[src/rtl/enc42_pkg.sv]
// Shared types and helpers for the registered 4-to-2 request encoder.
// Optional feature macro: ENC42_RR_EN (round-robin selection).
package enc42_pkg;

  localparam int N_REQ = 4;
  localparam int IDX_W = 2;

  typedef enum logic {
    IDLE    = 1'b0,
    PRESENT = 1'b1
  } state_t;

  // One-hot request mask for a 2-bit index
  function automatic logic [N_REQ-1:0] onehot2(input logic [IDX_W-1:0] idx);
    return 4'b0001 << idx;
  endfunction

endpackage

[src/rtl/enc_4_2_pick.sv]
// Combinational selector: picks one pending request index.
// ENC42_RR_EN defined: round-robin search starting after ptr.
// ENC42_RR_EN undefined: fixed priority, p3 highest.
module enc_4_2_pick
  import enc42_pkg::*;
(
`ifdef ENC42_RR_EN
  input  logic [IDX_W-1:0] ptr,
`endif
  input  logic [N_REQ-1:0] pend,
  output logic [IDX_W-1:0] idx,
  output logic             any
);

`ifdef ENC42_RR_EN
  logic [IDX_W-1:0] w_cand;

  // Search ptr+1, ptr+2, ptr+3, ptr (mod 4); first pending hit wins
  always_comb begin
    idx    = '0;
    any    = 1'b0;
    w_cand = '0;
    for (int unsigned k = 1; k <= N_REQ; k++) begin
      w_cand = ptr + IDX_W'(k);
      if (!any && pend[w_cand]) begin
        idx = w_cand;
        any = 1'b1;
      end
    end
  end
`else
  // Fixed priority encoder, p3 > p2 > p1 > p0
  always_comb begin
    idx = '0;
    any = |pend;
    if (pend[3])      idx = 2'd3;
    else if (pend[2]) idx = 2'd2;
    else if (pend[1]) idx = 2'd1;
    else              idx = 2'd0;
  end
`endif

endmodule

[src/rtl/enc_4_2_seq.sv]
// Registered 4-to-2 request encoder with valid/ack output handshake.
// Requests are latched into a pending register; one pending index is
// presented on a1,a0 with valid and held until ack.
// Optional feature macro: ENC42_RR_EN (round-robin instead of fixed priority).
module enc_4_2_seq
  import enc42_pkg::*;
(
  input  logic       clk,
  input  logic       rst_n,
  input  logic       En,
  input  logic       d3,
  input  logic       d2,
  input  logic       d1,
  input  logic       d0,
  input  logic       ack,
  output logic       a1,
  output logic       a0,
  output logic       valid,
  output logic [3:0] pend
);

  state_t           r_state;
  state_t           w_state_nxt;
  logic [N_REQ-1:0] r_pend;
  logic [N_REQ-1:0] w_pend_nxt;
  logic [N_REQ-1:0] w_clr;
  logic [IDX_W-1:0] r_idx;
  logic [IDX_W-1:0] w_idx_nxt;
  logic             r_valid;
  logic             w_valid_nxt;
  logic [IDX_W-1:0] w_pick_idx;
  logic             w_pick_any;
`ifdef ENC42_RR_EN
  logic [IDX_W-1:0] r_ptr;
  logic [IDX_W-1:0] w_ptr_nxt;
`endif

  // Selection looks only at the registered pending bits
  enc_4_2_pick u_pick (
`ifdef ENC42_RR_EN
    .ptr  (r_ptr),
`endif
    .pend (r_pend),
    .idx  (w_pick_idx),
    .any  (w_pick_any)
  );

  // Pending update: clear the acknowledged bit, new requests set (set wins)
  always_comb begin
    w_clr      = (r_valid && ack) ? onehot2(r_idx) : '0;
    w_pend_nxt = (r_pend & ~w_clr) | ({d3, d2, d1, d0} & {N_REQ{En}});
  end

  // Next-state and next-output logic for the handshake FSM
  always_comb begin
    w_state_nxt = r_state;
    w_idx_nxt   = r_idx;
    w_valid_nxt = r_valid;
`ifdef ENC42_RR_EN
    w_ptr_nxt   = r_ptr;
`endif
    case (r_state)
      IDLE: begin
        w_valid_nxt = 1'b0;
        if (w_pick_any) begin
          w_idx_nxt   = w_pick_idx;
          w_valid_nxt = 1'b1;
          w_state_nxt = PRESENT;
        end
      end
      PRESENT: begin
        if (ack) begin
          w_valid_nxt = 1'b0;
          w_state_nxt = IDLE;
`ifdef ENC42_RR_EN
          w_ptr_nxt   = r_idx;
`endif
        end
      end
      default: begin
        w_valid_nxt = 1'b0;
        w_state_nxt = IDLE;
      end
    endcase
  end

  // State, pending and output registers; async reset clears everything
  always_ff @(posedge clk or negedge rst_n) begin
    if (!rst_n) begin
      r_state <= IDLE;
      r_pend  <= '0;
      r_idx   <= '0;
      r_valid <= 1'b0;
`ifdef ENC42_RR_EN
      r_ptr   <= '1;
`endif
    end else begin
      r_state <= w_state_nxt;
      r_pend  <= w_pend_nxt;
      r_idx   <= w_idx_nxt;
      r_valid <= w_valid_nxt;
`ifdef ENC42_RR_EN
      r_ptr   <= w_ptr_nxt;
`endif
    end
  end

  assign a1    = r_idx[1];
  assign a0    = r_idx[0];
  assign valid = r_valid;
  assign pend  = r_pend;

endmodule

[config.mk]
export PLATFORM = sky130hd
export DESIGN_NAME = enc_4_2_seq
export DESIGN_NICKNAME = d
export VERILOG_FILES = /design/src/rtl/enc42_pkg.sv /design/src/rtl/enc_4_2_pick.sv /design/src/rtl/enc_4_2_seq.sv
export SDC_FILE = /design/constraint.sdc
export NUM_CORES = 1
export LEC_CHECK = 0
export ABC_CLOCK_PERIOD_IN_PS = 900
export CAP_MARGIN = 20
export CORE_AREA = 2 2 39 41
export CTS_CLUSTER_SIZE = 14
export DETAILED_ROUTE_END_ITERATION = 7
export DIE_AREA = 0 0 41 43
export SYNTH_ARGS = -nofsm -noshare
export SYNTH_HDL_FRONTEND = slang
export SYNTH_SLANG_ARGS = --single-unit
export TNS_END_PERCENT = 5
[constraint.sdc]
create_clock -name clk -period 0.9 [get_ports clk]
set_input_delay 0.18 -clock clk [delete_from_list [all_inputs] [get_ports clk]]
set_output_delay 0.18 -clock clk [all_outputs]
set_load 0.01 [all_outputs]
; Word level (Yosys, flattened, before mapping)
; Index checks and enable logic that the tools add are counted.
[classes]
bitwise = 5
mux = 9
n_eq_ne = 1
n_shift = 1
n_mul = 0
div = 0
magnitude_cmp = 0
reduce_logical = 3
addsub = 0
[ops]
columns = operator, count
row1 = $and A4 B4 Y4, 2
row2 = $mux W1, 4
row3 = $mux W2, 2
row4 = $mux W4, 1
row5 = $not A4 Y4, 1
row6 = $or A4 B4 Y4, 1
row7 = $pmux W1 S2, 2
row8 = $reduce_or A4 Y1, 1
row9 = $shl A1 B2 Y4 const A, 1
row10 = $ne A2 B2 Y1 const B, 1
row11 = $reduce_and A2 Y1, 1
row12 = $logic_and A1 B1 Y1, 1
row13 = $not A1 Y1, 1
[word_totals]
latchBits = 0
register_bits = 8
ramBits = 0
inputBits = 8
mem_count = 0
output_inout_bits = 7
rom_bits = 0

; Depth between registers and ports, before layout
[logic_depth]
depth_word = 5
depth_mapped = 3
mapped_depth_nobuf = 3

; Hierarchy
; Synthesis repeated with hierarchy kept, for this count alone.
[hier_totals]
cells_unflattened = 26
area_unflattened_um2 = 359.1
[by_module_without_submodules]
columns = module, cells_each, area_per_inst_um2, instances
row1 = enc_4_2_seq, 22, 335.3, 1
row2 = enc_4_2_pick, 4, 23.8, 1

; Least setup slack after synthesis
; No wires, ideal clock.
[synth_timing]
path_type = flip-flop to flip-flop
from = register r_idx[1]
to = register r_pend[1] (netlist: pend[1])
slack_ps = -6
setup_time_ps = 121
path_stages_with_launch = 3
arrival_ps = 785
n_path_buf = 0
path_cell_list = dfrtp_1 > nand4b_1 > a22o_1
[synth_between]
elab_chain_cells = 5
[synth_lines]
columns = element, line
row1 = from (decl), enc_4_2_seq.sv:27  ; logic [IDX_W-1:0] r_idx;
row2 = from (signal assigned), enc_4_2_seq.sv:100  ; r_idx <= w_idx_nxt;
row3 = $shl A1 B2 Y4, enc42_pkg.sv:15  ; return 4'b0001 << idx;
row4 = $mux W4, enc_4_2_seq.sv:50  ; w_clr = (r_valid && ack) ? onehot2(r_idx) : '0;
row5 = $not A4 Y4, enc_4_2_seq.sv:51  ; w_pend_nxt = (r_pend & ~w_clr) | ({d3, d2, d1, d0} & {N_REQ{En}});
row6 = $and A4 B4 Y4, enc_4_2_seq.sv:51
row7 = $or A4 B4 Y4, enc_4_2_seq.sv:51
row8 = named net w_pend_nxt[1], enc_4_2_seq.sv:25  ; logic [N_REQ-1:0] w_pend_nxt;
row9 = to (signal assigned), enc_4_2_seq.sv:99  ; r_pend <= w_pend_nxt;
row10 = to (decl), enc_4_2_seq.sv:24  ; logic [N_REQ-1:0] r_pend;
; The timed path passes the listed nets, and every way through them passes these cells.
; A chain may end at the register's enable or synchronous reset.

; Worst setup path after layout
[layout_timing]
from = register r_pend[0] (netlist: pend[0])
to = register r_state
[layout_between]
elab_chain_cells = 3
[layout_lines]
columns = element, line
row1 = $reduce_or A4 Y1, enc_4_2_pick.sv:35  ; any = |pend;
row2 = $mux W1, enc_4_2_seq.sv:65  ; if (w_pick_any) begin
row3 = $pmux W1 S2, enc_4_2_seq.sv:62  ; case (r_state)
row4 = named net w_state_nxt, enc_4_2_seq.sv:23  ; state_t w_state_nxt;
row5 = to (signal assigned), enc_4_2_seq.sv:98  ; r_state <= w_state_nxt;
row6 = to (decl), enc_4_2_seq.sv:22  ; state_t r_state;
; The timed path passes the listed nets, and every way through them passes these cells.

==> results.ini <==
[critical_path]
cp-end-kind=flop
ff2ff_path_depth=4
reg2reg_to=r_state
worstPathRequired_ns=1.03
setup.worst_path.start_class=flop
critPathArrivalTime_ns=1.12
cp_max_fo=2
r2r-start=pend[0]
crit_type=reg -> reg
crit_start=pend[0]
crit_end=r_state
rrSetupSlack_ns=-0.09

[yosys]
synth_top_area_cell=dfrtp_1
ys_ff_latch=8
synth.area.top_cells=dfrtp_1, o21ai_1, a22o_1, nand2_1, a21oi_1
synth_top_area_frac=0.593
mappedNetlistArea_um2=338
synth-main-ff-cell=dfrtp_1
synth_fp_nets=41
synthCells=33
async_flop_share=1.00
yosysWarnings=0
yosysSeqAreaShare=0.593
syn_avg_cell_area_um2=10.2
ys_types=17
synth_most_common_cell=dfrtp_1
synth_edf_count=0
synthTopCellsByCount=dfrtp_1, nand2_1, o21ai_1

[grt]
track_usage=0.126
grt_pass1_wl_mm=1.46
antenna_found_initial=0
grt_start_max_net_pins=9
overflow=0
grt_pass1_vias=363

[placement]
place_congestion=0.723
numPlacedInstances=72
place_ws_ns=-0.292
io_buffers=14
dpl.hpwl_um=710

[clocking]
cts_max_level=1
clk_latency_ns=0.25
cts_buffers=3
holdBufCountCts=0
clk_pin_slew_ns=0.06
root_buffer=clkbuf_4
clock-sinks=8
cts_tree=built
clockBufferDepth=2

[sta]
setup_viol=14
max_freq_mhz=1010
finalMaxSlewViolations=0
tns_ns=-0.804
worst_slack_ns=-0.0890
worst_slew_pin_slew_ns=0.262
finalHoldViolations=0
rsz0062_at_grt=yes
min_period_ns=0.989
fin_crit_sh=1.10
slew_headroom=0.826
skew_ns=0.00148

[finish]
final_nets=70
syn2layout_area_growth_pct=86.3
instances_no_fill=76
drive_above_1_share=0.450
diodes=0

[power]
ir_drop_mv=0.595
total_power_mw=1.23
power.leakage_nw=0.281
power_density_nw_per_um2=1950

[floorplan]
coreArea_um2=1380
rows=14
fp.dieW_um=41
die_h_um=43
start_util=0.244
dieArea_um2=1760
ios=15

[route]
routed_wl_mm=1.05
drt_first_iter_violations=3
detail_route.wl_per_cell_um=13.8
ant_nets=0
viasPerCell=4.84
remaining_drc_errors=0
drt-pass1-iter-count=4
num_vias=368

[flow_run]
max_cap_violations=0

[run_status]
violations=negative setup slack
status=complete, but fails checks

[worst_hold_path]
hold_class=in -> async

## worst max-delay path: stages, from the launching register on
cell,delay (ns)
dfrtp_1,0.39
buf_6,0.13
nor2_4,0.10
and3_4,0.20
a21oi_2,0.04
## registers in the layout (all words and copies together) (netlist names)
| signal | cells |
|---|---|
| r_idx | 2 |
| r_state | 1 |
| valid | 1 |
| pend | 4 |
## where the power goes
part           leakage (nW)  internal [mW]  total [mW]  switching (mW)
Combinational         0.184          0.257       0.474           0.217
Clock                0.0138          0.153       0.282           0.129
Sequential           0.0827          0.426       0.474          0.0483
## area by class of cell
cell class / count / area (um^2)
Fill cell: 140 / 754
Timing Repair Buffer: 24 / 216
Sequential cell: 8 / 200
Multi-Input combinational cell: 23 / 163
Clock buffer: 3 / 22.5
Tap cell: 16 / 20.0
Inverter: 2 / 7.51
## cells by family (layout without fill, tap and decap cells)
family          count (synthesis)  in the layout  share of synthesized area
buf+inv                         2             29                     0.0222
flops                           8              8                      0.593
compound gates                 10             10                      0.178
simple gates                   12             12                      0.178
mux                             1              1                     0.0296
## worst min-delay path by stage
stage / cells after the start / slack, ns / to
global route: 2 / 0.24 / valid
CTS: 2 / 0.24 / r_idx[1]
floorplan: 0 / -0.12 / pend[0]
detailed placement: 2 / 0.51 / r_idx[1]
finish: 2 / 0.24 / r_idx[1]
global placement: 2 / 0.51 / valid
## layer usage
metal | GRT usage | routed length (um) | up-vias | part of all wire
met2 | 0.191 | 528 | 15 | 0.50
met4 | 0.0800 | 19 | 0 | 0.018
li1 | - | - | 174 | -
met5 | 0 | 0 | - | 0
met1 | 0.141 | 413 | 177 | 0.39
met3 | 0.0471 | 85 | 2 | 0.081
## repair_timing
item,4_1_cts,5_1_grt
setup endpoints to repair,13,15
resized for setup,34,9
setup buffers,1,0
pin swaps,2,2
## stage by stage
step | hold slack, ns | area, um^2 | utilization
global placement | 0.514 | 578 | 0.418
detailed placement | 0.513 | 578 | 0.418
finish | 0.243 | 629 | 0.455
CTS | 0.239 | 591 | 0.427
global route | 0.238 | 629 | 0.455
floorplan | -0.116 | 338 | -
## placed cells by master (no fill, tap or decap)
cell type / synthesis / layout
a21oi_2: 0 / 2
a22o_1: 2 / 2
a22oi_1: 1 / 1
and3_4: 0 / 1
buf_12: 0 / 1
buf_2: 0 / 6
buf_4: 0 / 5
buf_6: 0 / 5
clkbuf_4: 0 / 3
clkdlybuf4s50_1: 0 / 6
dfrtp_1: 8 / 8
dlymetal6s2s_1: 0 / 1
inv_1: 1 / 1
inv_2: 1 / 1
mux2i_1: 1 / 1
nand2_1: 4 / 4
nand2b_1: 1 / 1
nand3_1: 1 / 1
nand4_1: 1 / 1
nand4b_1: 1 / 1
nor2_4: 0 / 2
nor3_2: 0 / 1
o21ai_1: 4 / 5
No activity file was read; power rests on OpenSTA's default activity.
